<file path="config.mk">
export PLATFORM = sky130hd
export DESIGN_NAME = bcd_seg_scanner_flat
export DESIGN_NICKNAME = d
export VERILOG_FILES = /design/src/rtl/seg_pkg.sv /design/src/rtl/bcd_seg_scanner_if.sv /design/src/rtl/bcd_seg_scanner_bin2bcd_dd.sv /design/src/rtl/bcd_seg_scanner.sv /design/src/flat_wrapper.sv
export SDC_FILE = /design/constraint.sdc
export NUM_CORES = 1
export LEC_CHECK = 0
export BUFFER_PORTS_ARGS = -buffer_cell sky130_fd_sc_hd__buf_2
export CORE_MARGIN = 3
export CORE_UTILIZATION = 50
export DETAILED_ROUTE_END_ITERATION = 8
export PLACE_DENSITY = 0.69
export SLEW_MARGIN = 20
export SYNTH_ARGS = -nofsm -noshare
export SYNTH_HDL_FRONTEND = slang
export SYNTH_SLANG_ARGS = --single-unit
</file>
<file path="constraint.sdc">
create_clock -name clk -period 2.7 [get_ports clk]
set_input_delay 0.135 -clock clk [delete_from_list [all_inputs] [get_ports clk]]
set_output_delay 0.135 -clock clk [all_outputs]
set_load 0.02 [all_outputs]
</file>
<file path="src/rtl/seg_pkg.sv">
// Shared types and constants for the BCD 7-segment scanner:
// converter FSM states and the digit-to-segment pattern table.
package seg_pkg;

    typedef enum logic [1:0] {
        IDLE = 2'd0,
        CONV = 2'd1,
        DONE = 2'd2
    } dd_state_t;

    // All segments off. Used for non-decimal nibbles and blanked digits.
    localparam logic [6:0] BLANK = 7'b0000000;

    // Segment patterns {g,f,e,d,c,b,a}. The entry index is the nibble value.
    // The list runs from entry 15 down to entry 0.
    localparam logic [15:0][6:0] SEG_TABLE = {
        BLANK, BLANK, BLANK, BLANK, BLANK, BLANK,   // 15..10
        7'b1101111,                                 // 9
        7'b1111111,                                 // 8
        7'b0000111,                                 // 7
        7'b1111101,                                 // 6
        7'b1101101,                                 // 5
        7'b1100110,                                 // 4
        7'b1001111,                                 // 3
        7'b1011011,                                 // 2
        7'b0000110,                                 // 1
        7'b0111111                                  // 0
    };

    function automatic logic [6:0] seg_decode(input logic [3:0] nibble);
        return SEG_TABLE[nibble];
    endfunction

endpackage

</file>
<file path="src/rtl/bcd_seg_scanner_if.sv">
// Bus between the BCD scanner and its driver: the conversion request,
// status and result, and the multiplexed display outputs.
interface bcd_seg_scanner_if;
    logic [7:0]  value_i;
    logic        load_i;
    logic        busy_o;
    logic        valid_o;
    logic [11:0] bcd_o;
    logic [6:0]  seg_o;
    logic [2:0]  dig_o;

    modport master (
        output value_i, load_i,
        input  busy_o, valid_o, bcd_o, seg_o, dig_o
    );

    modport slave (
        input  value_i, load_i,
        output busy_o, valid_o, bcd_o, seg_o, dig_o
    );
endinterface

</file>
<file path="src/rtl/bcd_seg_scanner_bin2bcd_dd.sv">
// Sequential double-dabble: 8-bit binary to three BCD digits,
// one add-3/shift step per clock, eight steps per conversion.
module bin2bcd_dd
    import seg_pkg::*;
(
    input  logic        clk,
    input  logic        rst_n,
    input  logic [7:0]  value_i,
    input  logic        load_i,
    output logic        busy_o,
    output logic        valid_o,
    output logic [11:0] bcd_o
);

    dd_state_t   state_q, state_d;
    logic [7:0]  bin_q, bin_d;
    logic [11:0] scratch_q, scratch_d;
    logic [2:0]  cnt_q, cnt_d;
    logic [11:0] bcd_q, bcd_d;

    logic [11:0] adj;
    logic [19:0] shifted;

    // Add 3 to each scratch nibble of 5 or more, so it carries correctly on the shift.
    for (genvar gi = 0; gi < 3; gi++) begin : g_adj
        assign adj[gi*4 +: 4] = (scratch_q[gi*4 +: 4] >= 4'd5)
                              ? scratch_q[gi*4 +: 4] + 4'd3
                              : scratch_q[gi*4 +: 4];
    end

    assign shifted = {adj[10:0], bin_q, 1'b0};

    // Next-state and datapath: load in IDLE, shift in CONV, publish on the eighth shift.
    always_comb begin
        state_d   = state_q;
        bin_d     = bin_q;
        scratch_d = scratch_q;
        cnt_d     = cnt_q;
        bcd_d     = bcd_q;
        case (state_q)
            IDLE: begin
                if (load_i) begin
                    bin_d     = value_i;
                    scratch_d = '0;
                    cnt_d     = '0;
                    state_d   = CONV;
                end
            end
            CONV: begin
                scratch_d = shifted[19:8];
                bin_d     = shifted[7:0];
                cnt_d     = cnt_q + 3'd1;
                if (cnt_q == 3'd7) begin
                    bcd_d   = shifted[19:8];
                    state_d = DONE;
                end
            end
            DONE: begin
                // Requests arriving here are dropped, not queued.
                state_d = IDLE;
            end
            default: begin
                state_d = IDLE;
            end
        endcase
    end

    // State and datapath registers; reset abandons any conversion in flight.
    always_ff @(posedge clk) begin
        if (!rst_n) begin
            state_q   <= IDLE;
            bin_q     <= '0;
            scratch_q <= '0;
            cnt_q     <= '0;
            bcd_q     <= '0;
        end else begin
            state_q   <= state_d;
            bin_q     <= bin_d;
            scratch_q <= scratch_d;
            cnt_q     <= cnt_d;
            bcd_q     <= bcd_d;
        end
    end

    assign busy_o  = (state_q == CONV);
    assign valid_o = (state_q == DONE);
    assign bcd_o   = bcd_q;

endmodule

</file>
<file path="src/rtl/bcd_seg_scanner.sv">
// Binary-to-BCD display stage: converts a sampled 8-bit value and scans
// its three digits onto a shared 7-segment bus, SCAN_DIV cycles per digit.
// Optional feature: define LEADING_ZERO_BLANK_EN to blank leading zeros
// in the hundreds and tens positions.
module bcd_seg_scanner
    import seg_pkg::*;
#(
    parameter int SCAN_DIV = 1024
) (
    input  logic              clk,
    input  logic              rst_n,
    bcd_seg_scanner_if.slave  bus
);

    localparam int DIV_W = (SCAN_DIV > 2) ? $clog2(SCAN_DIV) : 1;
    localparam logic [DIV_W-1:0] DIV_LAST = DIV_W'(SCAN_DIV - 1);

    logic [11:0]      bcd;
    logic [DIV_W-1:0] div_q, div_d;
    logic [1:0]       idx_q, idx_d;
    logic [2:0]       dig_q, dig_d;
    logic [6:0]       seg_q, seg_d;
    logic [3:0]       nibble;
    logic             blank;

    bin2bcd_dd u_conv (
        .clk     (clk),
        .rst_n   (rst_n),
        .value_i (bus.value_i),
        .load_i  (bus.load_i),
        .busy_o  (bus.busy_o),
        .valid_o (bus.valid_o),
        .bcd_o   (bcd)
    );

    // Divider, digit index and the segment/enable pair for the next cycle.
    // seg and dig come from the same index so they switch on the same edge.
    always_comb begin
        div_d = div_q + DIV_W'(1);
        idx_d = idx_q;
        if (div_q == DIV_LAST) begin
            div_d = '0;
            idx_d = (idx_q == 2'd2) ? 2'd0 : idx_q + 2'd1;
        end

        case (idx_d)
            2'd0:    nibble = bcd[3:0];
            2'd1:    nibble = bcd[7:4];
            default: nibble = bcd[11:8];
        endcase

`ifdef LEADING_ZERO_BLANK_EN
        blank = ((idx_d == 2'd2) && (bcd[11:8] == 4'd0)) ||
                ((idx_d == 2'd1) && (bcd[11:8] == 4'd0) && (bcd[7:4] == 4'd0));
`else
        blank = 1'b0;
`endif

        dig_d = 3'b001 << idx_d;
        seg_d = blank ? BLANK : seg_decode(nibble);
    end

    // Scanner registers run continuously, independent of the converter.
    always_ff @(posedge clk) begin
        if (!rst_n) begin
            div_q <= '0;
            idx_q <= '0;
            dig_q <= 3'b001;
            seg_q <= 7'b0111111;
        end else begin
            div_q <= div_d;
            idx_q <= idx_d;
            dig_q <= dig_d;
            seg_q <= seg_d;
        end
    end

    assign bus.bcd_o = bcd;
    assign bus.dig_o = dig_q;
    assign bus.seg_o = seg_q;

endmodule

</file>
<file path="src/flat_wrapper.sv">
// flat-port wrapper written by rule: the top's interface ports become plain ports
module bcd_seg_scanner_flat import seg_pkg::*;
#(
    parameter int SCAN_DIV = 1024
)
  (clk, rst_n, bus_value_i, bus_load_i, bus_busy_o, bus_valid_o, bus_bcd_o, bus_seg_o, bus_dig_o);
  bcd_seg_scanner_if bus_i ();
  input  logic clk;
  input  logic rst_n;
  input wire logic [$bits(bus_i.value_i)-1:0] bus_value_i;
  input wire logic [$bits(bus_i.load_i)-1:0] bus_load_i;
  output wire logic [$bits(bus_i.busy_o)-1:0] bus_busy_o;
  output wire logic [$bits(bus_i.valid_o)-1:0] bus_valid_o;
  output wire logic [$bits(bus_i.bcd_o)-1:0] bus_bcd_o;
  output wire logic [$bits(bus_i.seg_o)-1:0] bus_seg_o;
  output wire logic [$bits(bus_i.dig_o)-1:0] bus_dig_o;
  assign bus_i.value_i = bus_value_i;
  assign bus_i.load_i = bus_load_i;
  assign bus_busy_o = bus_i.busy_o;
  assign bus_valid_o = bus_i.valid_o;
  assign bus_bcd_o = bus_i.bcd_o;
  assign bus_seg_o = bus_i.seg_o;
  assign bus_dig_o = bus_i.dig_o;
  bcd_seg_scanner #(.SCAN_DIV(SCAN_DIV)) u_core (.clk(clk), .rst_n(rst_n), .bus(bus_i));
endmodule
</file>
==> flow_metrics.py <==
metrics = {
    "outcome": {
        "status": "complete, no violations",
    },
    "clock_tree": {
        "post_cts_buffers": 0,
        "cts_tree": "yes",
        "cts.reportedPaths.clkPinSlew_ns": 0.06,
        "cts-root-buf": "clkbuf_8",
        "clockBufferDepth": 2,
        "cts_resized": 0,
        "cts_max_level": 3,
        "clock_latency_ns": 0.32,
        "clkSinkCount": 59,
        "cts_inserted_buffers": 9,
        "ctsHoldBuffers": 0,
    },
    "die": {
        "ioPinCount": 35,
        "die_y_um": 82.7,
        "die_area_mm2": 0.00685,
        "fp.dieW_um": 82.7,
        "start_util_pct": 52.5,
        "core_mm2": 0.00561,
        "num_rows": 27,
    },
    "timing": {
        "finalCritPeriodShare_pct": 88.7,
        "setup_violations": 0,
        "slew_viol_final": 0,
        "fmax_mhz": 418,
        "tns_ns": 0,
        "rsz0062_at_grt": "false",
        "hold_violations": 0,
        "fin_ws_ns": 0.306,
        "fin_crit_ns": 2.39,
        "worst_pin_slew_ns": 0.768,
        "finalClockSkew_ns": 0.00498,
        "relSlewSlack_pct": 48.5,
    },
    "logic_synthesis": {
        "netlist_top_cells_area": "dfxtp_1 40%, ha_1 6.4%, nor2_1 5.7%, a21oi_1 5.6%, nand2_1 3.6%",
        "synth_top_area_cell": "dfxtp_1",
        "synth_nets": 370,
        "synthCells": 344,
        "synthAdderAreaFrac_pct": 6.37,
        "synth_top_family_by_area": "compound AO/OA/AOI/OAI gates",
        "syn_area_mm2": 0.00294,
        "synth_compound_area_share_pct": 21.8,
        "yosysSeqAreaShare_pct": 40.1,
        "synth_edf_count": 0,
        "synth-xor-area-share_pct": 2.97,
        "synth.distinct_cells": 53,
        "synthMuxAreaShare_pct": 3.40,
        "ys_warn_count": 0,
        "synth_area_per_cell_um2": 8.56,
        "synth-main-ff-cell": "dfxtp_1",
        "async_flop_share_pct": 0,
        "synth-simple-area-share_pct": 20.7,
        "synth_top_area_share_pct": 40.1,
        "ys_ff_latch": 59,
    },
    "setup_path": {
        "worstPathMaxFanout": 7,
        "critical_path_depth": 9,
        "cpPeakStageDelay_ns": 0.38,
        "crit_buf_inv": 1,
        "required_ns": 2.97,
        "start_kind": "flop",
        "cp_slowest_cell": "nor3_4",
        "worst_ep_arrival_time_ns": 2.66,
        "worstPathCellList": "ha_1 > nand4_4 > nor3_4 > mux2i_1 > nor2_2 > inv_1 > ha_1 > mux2_4 > o21ai_2",
        "critPathTopFamily": "simple AND/OR/NAND/NOR gates",
        "end_kind": "flop",
        "timing_worst_setup_path_type": "reg -> reg",
        "r2r_cells": 9,
        "cp_common_cell": "ha_1",
    },
    "run": {
        "drv_cap": 0,
    },
    "drt": {
        "antenna_left": 0,
        "via_per_inst": 5.57,
        "num_vias": 2512,
        "drt_iter0_markers": 110,
        "drt-total-wl_mm": 6.20,
        "wl_per_cell_um": 13.8,
        "dr.pass1.iters": 4,
        "drc_errors": 0,
    },
    "global_routing": {
        "grt_first_pass_wirelength_mm": 9.94,
        "grt_overflow": 0,
        "grt_pass1_vias": 2169,
        "antenna_found_initial": 0,
        "grt_util_all_layers_pct": 19.0,
        "grt_start_max_net_pins": 27,
    },
    "power_and_ir_drop": {
        "power_density_mw_per_mm2": 495,
        "p_switching_mw": 0.371,
        "p_leak_nw": 1.31,
        "comb_power_share_pct": 5.5,
        "seqPwrFrac_pct": 55.1,
        "swShare_pct": 22.6,
        "p_clk_share_pct": 39.4,
        "internal-power_mw": 1.27,
        "vdd_drop_max_v": 0.000325,
    },
    "layout": {
        "syn2layout_area_growth_pct": 12.4,
        "drive_gt1_share_pct": 19.0,
        "antenna-diode-count": 0,
        "layout.nets": 403,
        "n_fill_cell": 509,
    },
    "place": {
        "routabilityCongestion": 0.887,
        "pre_cts_ws_ns": 0.306,
        "io_buffers": 34,
        "dp_hpwl_mm": 4.42,
    },
    "min_path": {
        "min_path_cells": 3,
        "hp-class": "in -> reg",
    },
}
## power by group through the flow
stage | clock (mW) | sequential, mW | combinational (mW)
floorplan | 0 | 0.917 | 0.0647
global placement | 0 | 0.922 | 0.0904
detailed placement | 0 | 0.923 | 0.0913
CTS | 0.660 | 0.904 | 0.0919
global route | 0.699 | 0.905 | 0.103
finish | 0.645 | 0.904 | 0.0905
## area by class of cell
class | instances | area (um2) | area share, %
Multi-Input combinational cell | 253 | 1620 | 49.1
Timing Repair Buffer | 39 | 208 | 6.28
Tap cell | 72 | 90.1 | 2.72
Clock buffer | 13 | 149 | 4.50
Sequential cell | 59 | 1180 | 35.7
Inverter | 15 | 56.3 | 1.70
## worst min-delay path, stage by stage
cell	delay (ns)
buf_2	0.10
nand2_1	0.04
a311oi_1	0.08
## metal layers
layer	share of wire [%]	GRT usage, %	up-vias
met3	5.0	4.12	11
met2	45	30.0	59
met5	0	0	-
li1	-	-	1275
met1	48	24.7	1167
met4	2.0	8.82	0
## registers in the layout, summed over array words and instances, names as in the netlist
name and cells:
u_core.u_conv.cnt_q 3, u_core.u_conv.bcd_o 12, u_core.u_conv.state_q 2, u_core.u_conv.bin_q 8, u_core.bus.seg_o 7, u_core.idx_q 2
u_core.div_q 10, u_core.u_conv.scratch_q 12, u_core.bus.dig_o 3
## stage by stage
stage	hold WS (ns)	cells	area (um2)	util, %	power [mW]
2_1_floorplan	0.297	344	2940	-	0.982
5_1_grt	0.0774	451	3310	59.0	1.71
3_5_place_dp	0.414	438	3160	56.3	1.01
4_1_cts	0.0679	451	3310	59.0	1.66
6_report	0.0746	451	3310	59.0	1.64
3_3_place_gp	0.406	438	3160	56.3	1.01
## Yosys cell counts, types with 2 or more instances
| library cell | number |
|---|---|
| a21oi_1 | 33 |
| nor3_1 | 5 |
| mux2i_1 | 7 |
| nand4_1 | 2 |
| nand2_1 | 28 |
| nor3b_1 | 3 |
| a31oi_1 | 3 |
| o31ai_1 | 3 |
| clkbuf_1 | 13 |
| nor2_1 | 45 |
| dfxtp_1 | 59 |
| inv_1 | 13 |
| o221a_2 | 4 |
| clkinv_1 | 2 |
| o21ai_0 | 20 |
| or3_1 | 2 |
| xnor2_1 | 4 |
| a22oi_1 | 11 |
| nand2b_1 | 5 |
| xor2_1 | 6 |
| ha_1 | 15 |
| nand3_1 | 8 |
| and3_2 | 3 |
| a211oi_1 | 9 |
| nor2b_1 | 7 |
| mux2_4 | 2 |
| and2_1 | 3 |
| a311oi_1 | 4 |
## kinds of logic after synthesis
logic type,after synthesis
compound gates,97
buf+inv,32
fa+ha+maj,15
flops,59
xor+xnor,10
simple gates,122
mux,9
## worst paths after layout
path	slack (ns)	to	start
hold reg to reg	0.47	u_core.div_q[0]	u_core.div_q[0]
hold / removal	0.07	u_core.u_conv.bin_q[2]	bus_value_i[2]
setup / recovery	0.31	u_core.bus.seg_o[0]	u_core.div_q[0]
setup reg to reg	0.31	u_core.bus.seg_o[0]	u_core.div_q[0]
## layout by cell type, fill, tap and decap left out, types with 4 or more instances in the layout
cell / Yosys / final
a211oi_1: 9 / 9
a21oi_1: 33 / 33
a22oi_1: 11 / 11
a311oi_1: 4 / 4
buf_2: 1 / 34
buf_4: 0 / 5
clkbuf_8: 1 / 10
dfxtp_1: 59 / 59
ha_1: 15 / 15
inv_1: 13 / 13
mux2i_1: 7 / 7
nand2_1: 28 / 28
nand2b_1: 5 / 5
nand3_1: 8 / 8
nor2_1: 45 / 45
nor2b_1: 7 / 7
nor3_1: 5 / 5
o21ai_0: 20 / 20
o221a_2: 4 / 4
xnor2_1: 4 / 4
xor2_1: 6 / 6
Note: power is estimated with default switching activity, not from simulation.
